`src/rtl/loader_pkg.sv`:
```
// Shared types and constants for the instruction-memory loader.
// Optional feature macro: LOADER_CHECKSUM_EN (adds the trailing checksum byte / CHK state).
package loader_pkg;

    localparam int unsigned BYTES_PER_WORD = 4;
    localparam int unsigned WORD_W         = 8 * BYTES_PER_WORD;
    localparam int unsigned LEN_W          = 16;
    localparam int unsigned ADDR_W         = 32;

    typedef enum logic [2:0] {
        IDLE,
        LEN_HI,
        LEN_LO,
        DATA,
`ifdef LOADER_CHECKSUM_EN
        CHK,
`endif
        DONE,
        ERR
    } loader_state_e;

    // Where the FSM goes once the payload is exhausted, and whether it still takes bytes there.
`ifdef LOADER_CHECKSUM_EN
    localparam loader_state_e POST_PAYLOAD       = CHK;
    localparam logic          POST_PAYLOAD_READY = 1'b1;
`else
    localparam loader_state_e POST_PAYLOAD       = DONE;
    localparam logic          POST_PAYLOAD_READY = 1'b0;
`endif

endpackage

```
`src/rtl/loader_word_asm.sv`:
```
// Big-endian word assembler: shifts in bytes, flags the byte that completes a word.
module loader_word_asm
    import loader_pkg::*;
(
    input  logic              clk,
    input  logic              rst_n,
    input  logic              clear,
    input  logic              shift_en,
    input  logic [7:0]        byte_in,
    output logic [WORD_W-1:0] word_c,
    output logic              word_done_c
);

    localparam int unsigned CNT_W = $clog2(BYTES_PER_WORD);

    logic [WORD_W-9:0] shreg;
    logic [CNT_W-1:0]  cnt;

    // Word as it would be with the current byte as its least significant byte.
    assign word_c      = {shreg, byte_in};
    assign word_done_c = shift_en && (cnt == CNT_W'(BYTES_PER_WORD - 1));

    // Shift register and byte-in-word counter; clear discards a partial word.
    always_ff @(posedge clk or negedge rst_n) begin
        if (!rst_n) begin
            shreg <= '0;
            cnt   <= '0;
        end else if (clear) begin
            shreg <= '0;
            cnt   <= '0;
        end else if (shift_en) begin
            shreg <= word_c[WORD_W-9:0];
            cnt   <= word_done_c ? '0 : cnt + CNT_W'(1);
        end
    end

endmodule

```
`src/rtl/instr_mem_loader.sv`:
```
// Instruction-memory loader: parses a length-prefixed byte stream, writes words to
// instruction memory and holds the processor in reset until the load completes.
// Optional feature macro: LOADER_CHECKSUM_EN (trailing XOR checksum byte).
module instr_mem_loader
    import loader_pkg::*;
#(
    parameter logic [31:0] ADDR_BASE = 32'h0000_0000,
    parameter int unsigned MAX_WORDS = 256
) (
    input  logic        clk,
    input  logic        rst_n,
    input  logic        start,
    input  logic        in_valid,
    input  logic [7:0]  in_byte,
    output logic        in_ready,
    output logic        mem_we,
    output logic [31:0] mem_addr,
    output logic [31:0] mem_wdata,
    output logic        cpu_rst_n,
    output logic        done,
    output logic        err
);

    loader_state_e     state;
    logic [LEN_W-1:0]  len;
    logic [LEN_W-1:0]  word_idx;
    logic [LEN_W-1:0]  len_full_c;
    logic              fire_c;
    logic              shift_c;
    logic              word_done_c;
    logic [WORD_W-1:0] word_c;

    assign fire_c     = in_valid && in_ready;
    assign shift_c    = fire_c && !start && (state == DATA);
    assign len_full_c = {len[LEN_W-1:8], in_byte};

    loader_word_asm u_word_asm (
        .clk         (clk),
        .rst_n       (rst_n),
        .clear       (start),
        .shift_en    (shift_c),
        .byte_in     (in_byte),
        .word_c      (word_c),
        .word_done_c (word_done_c)
    );

`ifdef LOADER_CHECKSUM_EN
    logic [7:0] csum;

    // Running XOR over the length and payload bytes of the current load.
    always_ff @(posedge clk or negedge rst_n) begin
        if (!rst_n) begin
            csum <= '0;
        end else if (start) begin
            csum <= '0;
        end else if (fire_c && (state == LEN_HI || state == LEN_LO || state == DATA)) begin
            csum <= csum ^ in_byte;
        end
    end
`endif

    // Load FSM with registered outputs; start from any state re-arms a fresh load.
    always_ff @(posedge clk or negedge rst_n) begin
        if (!rst_n) begin
            state     <= IDLE;
            in_ready  <= 1'b0;
            mem_we    <= 1'b0;
            mem_addr  <= ADDR_BASE;
            mem_wdata <= '0;
            cpu_rst_n <= 1'b0;
            done      <= 1'b0;
            err       <= 1'b0;
            len       <= '0;
            word_idx  <= '0;
        end else begin
            mem_we <= 1'b0;
            if (start) begin
                state     <= LEN_HI;
                in_ready  <= 1'b1;
                cpu_rst_n <= 1'b0;
                done      <= 1'b0;
                err       <= 1'b0;
                len       <= '0;
                word_idx  <= '0;
            end else begin
                case (state)
                    IDLE: begin
                        in_ready <= 1'b0;
                    end
                    LEN_HI: begin
                        if (fire_c) begin
                            len[LEN_W-1:8] <= in_byte;
                            state          <= LEN_LO;
                        end
                    end
                    LEN_LO: begin
                        if (fire_c) begin
                            len <= len_full_c;
                            if (32'(len_full_c) > 32'(MAX_WORDS)) begin
                                state    <= ERR;
                                in_ready <= 1'b0;
                            end else if (len_full_c == '0) begin
                                state    <= POST_PAYLOAD;
                                in_ready <= POST_PAYLOAD_READY;
                            end else begin
                                state <= DATA;
                            end
                        end
                    end
                    DATA: begin
                        if (word_done_c) begin
                            mem_we    <= 1'b1;
                            mem_addr  <= ADDR_BASE + 32'(word_idx) * 32'(BYTES_PER_WORD);
                            mem_wdata <= word_c;
                            word_idx  <= word_idx + LEN_W'(1);
                            if (word_idx == len - LEN_W'(1)) begin
                                state    <= POST_PAYLOAD;
                                in_ready <= POST_PAYLOAD_READY;
                            end
                        end
                    end
`ifdef LOADER_CHECKSUM_EN
                    CHK: begin
                        if (fire_c) begin
                            in_ready <= 1'b0;
                            state    <= (in_byte == csum) ? DONE : ERR;
                        end
                    end
`endif
                    DONE: begin
                        done      <= 1'b1;
                        cpu_rst_n <= 1'b1;
                    end
                    ERR: begin
                        err       <= 1'b1;
                        cpu_rst_n <= 1'b0;
                    end
                    default: begin
                        state    <= IDLE;
                        in_ready <= 1'b0;
                    end
                endcase
            end
        end
    end

endmodule

```
`config.mk`:
```
export PLATFORM = sky130hd
export DESIGN_NAME = instr_mem_loader
export DESIGN_NICKNAME = d
export VERILOG_FILES = /design/src/rtl/loader_pkg.sv /design/src/rtl/loader_word_asm.sv /design/src/rtl/instr_mem_loader.sv
export SDC_FILE = /design/constraint.sdc
export NUM_CORES = 1
export LEC_CHECK = 0
export CAP_MARGIN = 15
export CORE_MARGIN = 2
export CORE_UTILIZATION = 30
export DETAILED_ROUTE_END_ITERATION = 16
export PLACE_DENSITY = 0.48
export SLEW_MARGIN = 40
export SYNTH_ARGS = -nofsm -noshare
export SYNTH_HDL_FRONTEND = slang
export SYNTH_HIERARCHICAL = 1
export SYNTH_SLANG_ARGS = --single-unit
```
`constraint.sdc`:
```
create_clock -name clk -period 2.9 [get_ports clk]
set_clock_uncertainty 0.05 [all_clocks]
set_input_delay 0.58 -clock clk [delete_from_list [all_inputs] [get_ports clk]]
set_output_delay 0.58 -clock clk [all_outputs]
set_load 0.02 [all_outputs]
```
==> results.py <==
metrics = {
    "timing": {
        "final-max-slew-violation-count": 0,
        "post-route-period-util_pct": 96.39,
        "setup_viol": 0,
        "worst_slew_pin_slew_ns": 0.7059,
        "min_period_ns": 2.795,
        "hold_viol": 0,
        "max_slew_margin_pct": 52.94,
        "rsz0062_at_grt": "true",
        "timing.final.ws_setup_ns": 0.1048,
        "max_freq_mhz": 357.8,
    },
    "worst_setup_path": {
        "slowest_delay_ns": 0.52,
        "timing.rr.start": "len[1]",
        "critical_path_class": "reg -> reg",
        "timing.rr.end": "state[1]",
        "critPathLaunch": "len[1]",
        "arrival_ns": 3.00,
        "reg2reg_depth": 9,
        "startpoint_type": "flop",
        "path_delay_family": "simple AND/OR/NAND/NOR gates",
        "ff2ff_setup_slack_ns": 0.10,
        "endpoint": "state[1]",
        "endpoint_kind": "flop",
        "worst-path-buf-inv": 1,
        "worstPathRequired_ns": 3.11,
        "crit_top_cell": "or4b_4",
        "path_depth": 9,
        "cp_max_fo": 6,
        "worst_path_max_delay_cell": "or4b_4",
        "crit_chain": "inv_2 > ha_4 > or4b_4 > and4bb_2 > xnor2_2 > nand4_1 > or4b_4 > o311ai_2 > a211oi_1",
    },
    "pwr": {
        "clkPwrFrac_pct": 47.4,
        "power.share.switching_pct": 26.70,
        "sequentialPowerShare_pct": 41.7,
        "p_sw_w": 0.001058,
        "power_density_nw_per_um2": 551.7,
        "ir_drop_uv": 438.3,
        "p_leak_nw": 3.338,
        "p_int_w": 0.002904,
        "p_comb_share_pct": 10.9,
    },
    "clock_tree": {
        "clk_latency_ns": 0.41,
        "cts_buffer_depth": 2,
        "h-tree-depth": 4,
        "cts_sinks": 114,
        "cts_tree": "yes",
        "post_cts_buffers": 0,
        "ctsRootBufferMaster": "clkbuf_16",
        "clkSlewWorstSetupHoldPaths_ns": 0.06,
        "numCtsBuffers": 17,
    },
    "synth": {
        "yosysTopAreaCellShare_pct": 50.04,
        "syn_inst": 611,
        "ys_ff_latch": 114,
        "synth_async_sr_flop_share_pct": 100.0,
        "ys_seq_area_share_pct": 50.04,
        "yosys_warnings": 6,
        "synth_area_um2": 5700,
        "yosys.cell_types.count": 64,
        "synth_ff_type": "dfrtp_1",
        "syn_avg_cell_area_um2": 9.330,
        "synth_edf_count": 0,
        "synth_area_leader_cell": "dfrtp_1",
        "synth.area.top_cells": "dfrtp_1 (50%), nand2_1 (10%), mux2i_1 (7.2%)",
    },
    "routing": {
        "routedWlPerCell_um": 16.72,
        "firstDrtPassIters": 4,
        "vias": 4486,
        "avgViaCountPerCell": 4.813,
        "drc_errors": 0,
        "final_antenna_net_count": 0,
        "drt_wl_total_mm": 15.58,
        "drt_iter0_drc": 283,
    },
    "floorplanning": {
        "die_y_um": 141.8,
        "num_io_pins": 81,
        "dieArea_um2": 20120,
        "num_rows": 50,
        "start_util_pct": 30.47,
        "die_width_um": 141.8,
        "fp.coreArea_um2": 18710,
    },
    "placed_design": {
        "pre_cts_ws_ns": -0.02896,
        "dp_cells": 900,
        "place.gp.congestion": 0.8654,
        "dp_hpwl_mm": 10.84,
        "io_buffers": 64,
    },
    "hold_path": {
        "hold_path_class": "in -> async",
    },
    "flow_run": {
        "maxCapViolations": 0,
    },
    "grt": {
        "antenna_found_initial": 0,
        "grt_max_degree": 65,
        "grt.overflow.total": 0,
        "track_usage_pct": 16.33,
        "grt_pass1_wl_mm": 25.27,
        "first_global_vias": 4477,
    },
    "final_layout": {
        "fillers": 1877,
        "stdcell_count": 932,
        "utilization_pct": 38.38,
        "synthToLayoutAreaGrowth_pct": 25.94,
        "drive_gt1_share_pct": 12.32,
        "nNetsFinal": 700,
        "diodes": 0,
    },
    "run_status": {
        "status": "finished clean",
    },
}
[cell type report]
| type | count | area (µm²) | share of cell area, % |
|---|---|---|---|
| Clock inverter | 12 | 85.08 | 1.185 |
| Clock buffer | 20 | 446.7 | 6.222 |
| Sequential cell | 114 | 2853 | 39.74 |
| Inverter | 9 | 33.78 | 0.4705 |
| Timing Repair Buffer | 99 | 908.4 | 12.65 |
| Multi-Input combinational cell | 444 | 2560 | 35.66 |
| Tap cell | 234 | 292.8 | 4.078 |
[cells by family (layout without fill, tap and decap cells)]
family                     after synthesis  in the layout  share of synthesized area [%]
AOI/OAI and AO/OA                       58             58                          7.112
xor gates and xnor gates                26             26                          4.763
adders and majority gates                3              3                         0.6585
buffers and inverters                   68            140                          7.002
DFF                                    114            114                          50.04
muxes                                   41             41                          7.199
other                                    1             16                        0.06578
and+or+nand+nor                        300            300                          23.16
[through the flow]
step	cell area (µm²)	hold WS, ns	power, W	setup TNS (ns)
final	7179	0.03891	0.003961	0
after floorplan	5809	0.2344	0.001967	0
after CTS	7152	0.04632	0.004002	0
after global placement	6620	0.4073	0.002099	-0.02741
after detailed placement	6620	0.4148	0.002101	-0.03797
after global routing	7179	0.06244	0.004148	-0.003570
[synthesized netlist by cell type (all sizes together) (6+ instances only)]
| cell | count |
|---|---|
| xnor2 | 11 |
| inv | 9 |
| o21ai | 15 |
| a21oi | 6 |
| nand4 | 10 |
| nand2 | 157 |
| mux2i | 41 |
| and3 | 6 |
| buf | 37 |
| clkbuf | 22 |
| nor2 | 75 |
| nor3 | 7 |
| nand3 | 11 |
| xor2 | 12 |
| dfrtp | 114 |
[registers in the layout, indices dropped and copies added, names as in the netlist, 2 cells and up]
name / flops
mem_addr: 16
len: 16
mem_wdata: 32
state: 3
u_word_asm/cnt: 2
word_idx: 16
u_word_asm/shreg: 24
[cell usage in the layout (no fill, tap or decap), types with 3 or more instances in the layout]
cell type	Yosys	layout
a211oi_1	4	4
a21oi_1	6	6
a31oi_1	4	4
and3_1	6	6
buf_4	24	35
clkbuf_16	0	17
clkdlybuf4s50_1	0	62
clkinv_2	0	4
clkinvlp_4	0	4
conb_1	1	16
dfrtp_1	114	114
inv_1	9	7
mux2i_1	41	41
nand2_1	157	156
nand2b_1	3	3
nand3_1	11	11
nand4_1	10	10
nor2_1	74	74
nor2b_1	3	3
nor3_1	6	5
nor4_1	5	3
o21ai_0	15	15
o21bai_1	3	3
or3_1	5	5
or4_1	4	4
xnor2_1	11	10
xor2_1	12	12
[power groups by stage]
stage | clock, W | combinational (W) | sequential (W)
after floorplan | 0 | 0.000299 | 0.00167
after global placement | 0 | 0.000420 | 0.00168
after detailed placement | 0 | 0.000422 | 0.00168
after CTS | 0.00193 | 0.000424 | 0.00165
after global routing | 0.00202 | 0.000475 | 0.00166
final | 0.00188 | 0.000430 | 0.00165
[worst min path at each step]
stage	from	end	slack, ns	cells after the start
detailed placement	mem_addr[5]	mem_addr[5]	0.41	2
CTS	rst_n	u_word_asm/cnt[1]	0.05	1
floorplan	rst_n	cpu_rst_n	0.23	0
finish	rst_n	u_word_asm/cnt[1]	0.04	1
global placement	u_word_asm/shreg[23]	mem_wdata[31]	0.41	2
global route	rst_n	u_word_asm/cnt[1]	0.06	1
[routing by layer]
metal | routed length (µm) | vias up | global-route usage, %
met1 | 7548 | 2220 | 22.71
met5 | 0 | - | 0
met4 | 142 | 0 | 4.737
met3 | 659 | 13 | 3.645
met2 | 7233 | 98 | 25.63
li1 | - | 2155 | -
[what timing repair did]
action                                  CTS  global route
gates resized for setup                   0             4
hold endpoints to repair                  0             0
endpoints found under the setup margin    0             3
hold buffers                              0             0
Power figures use the tool's default switching activity.
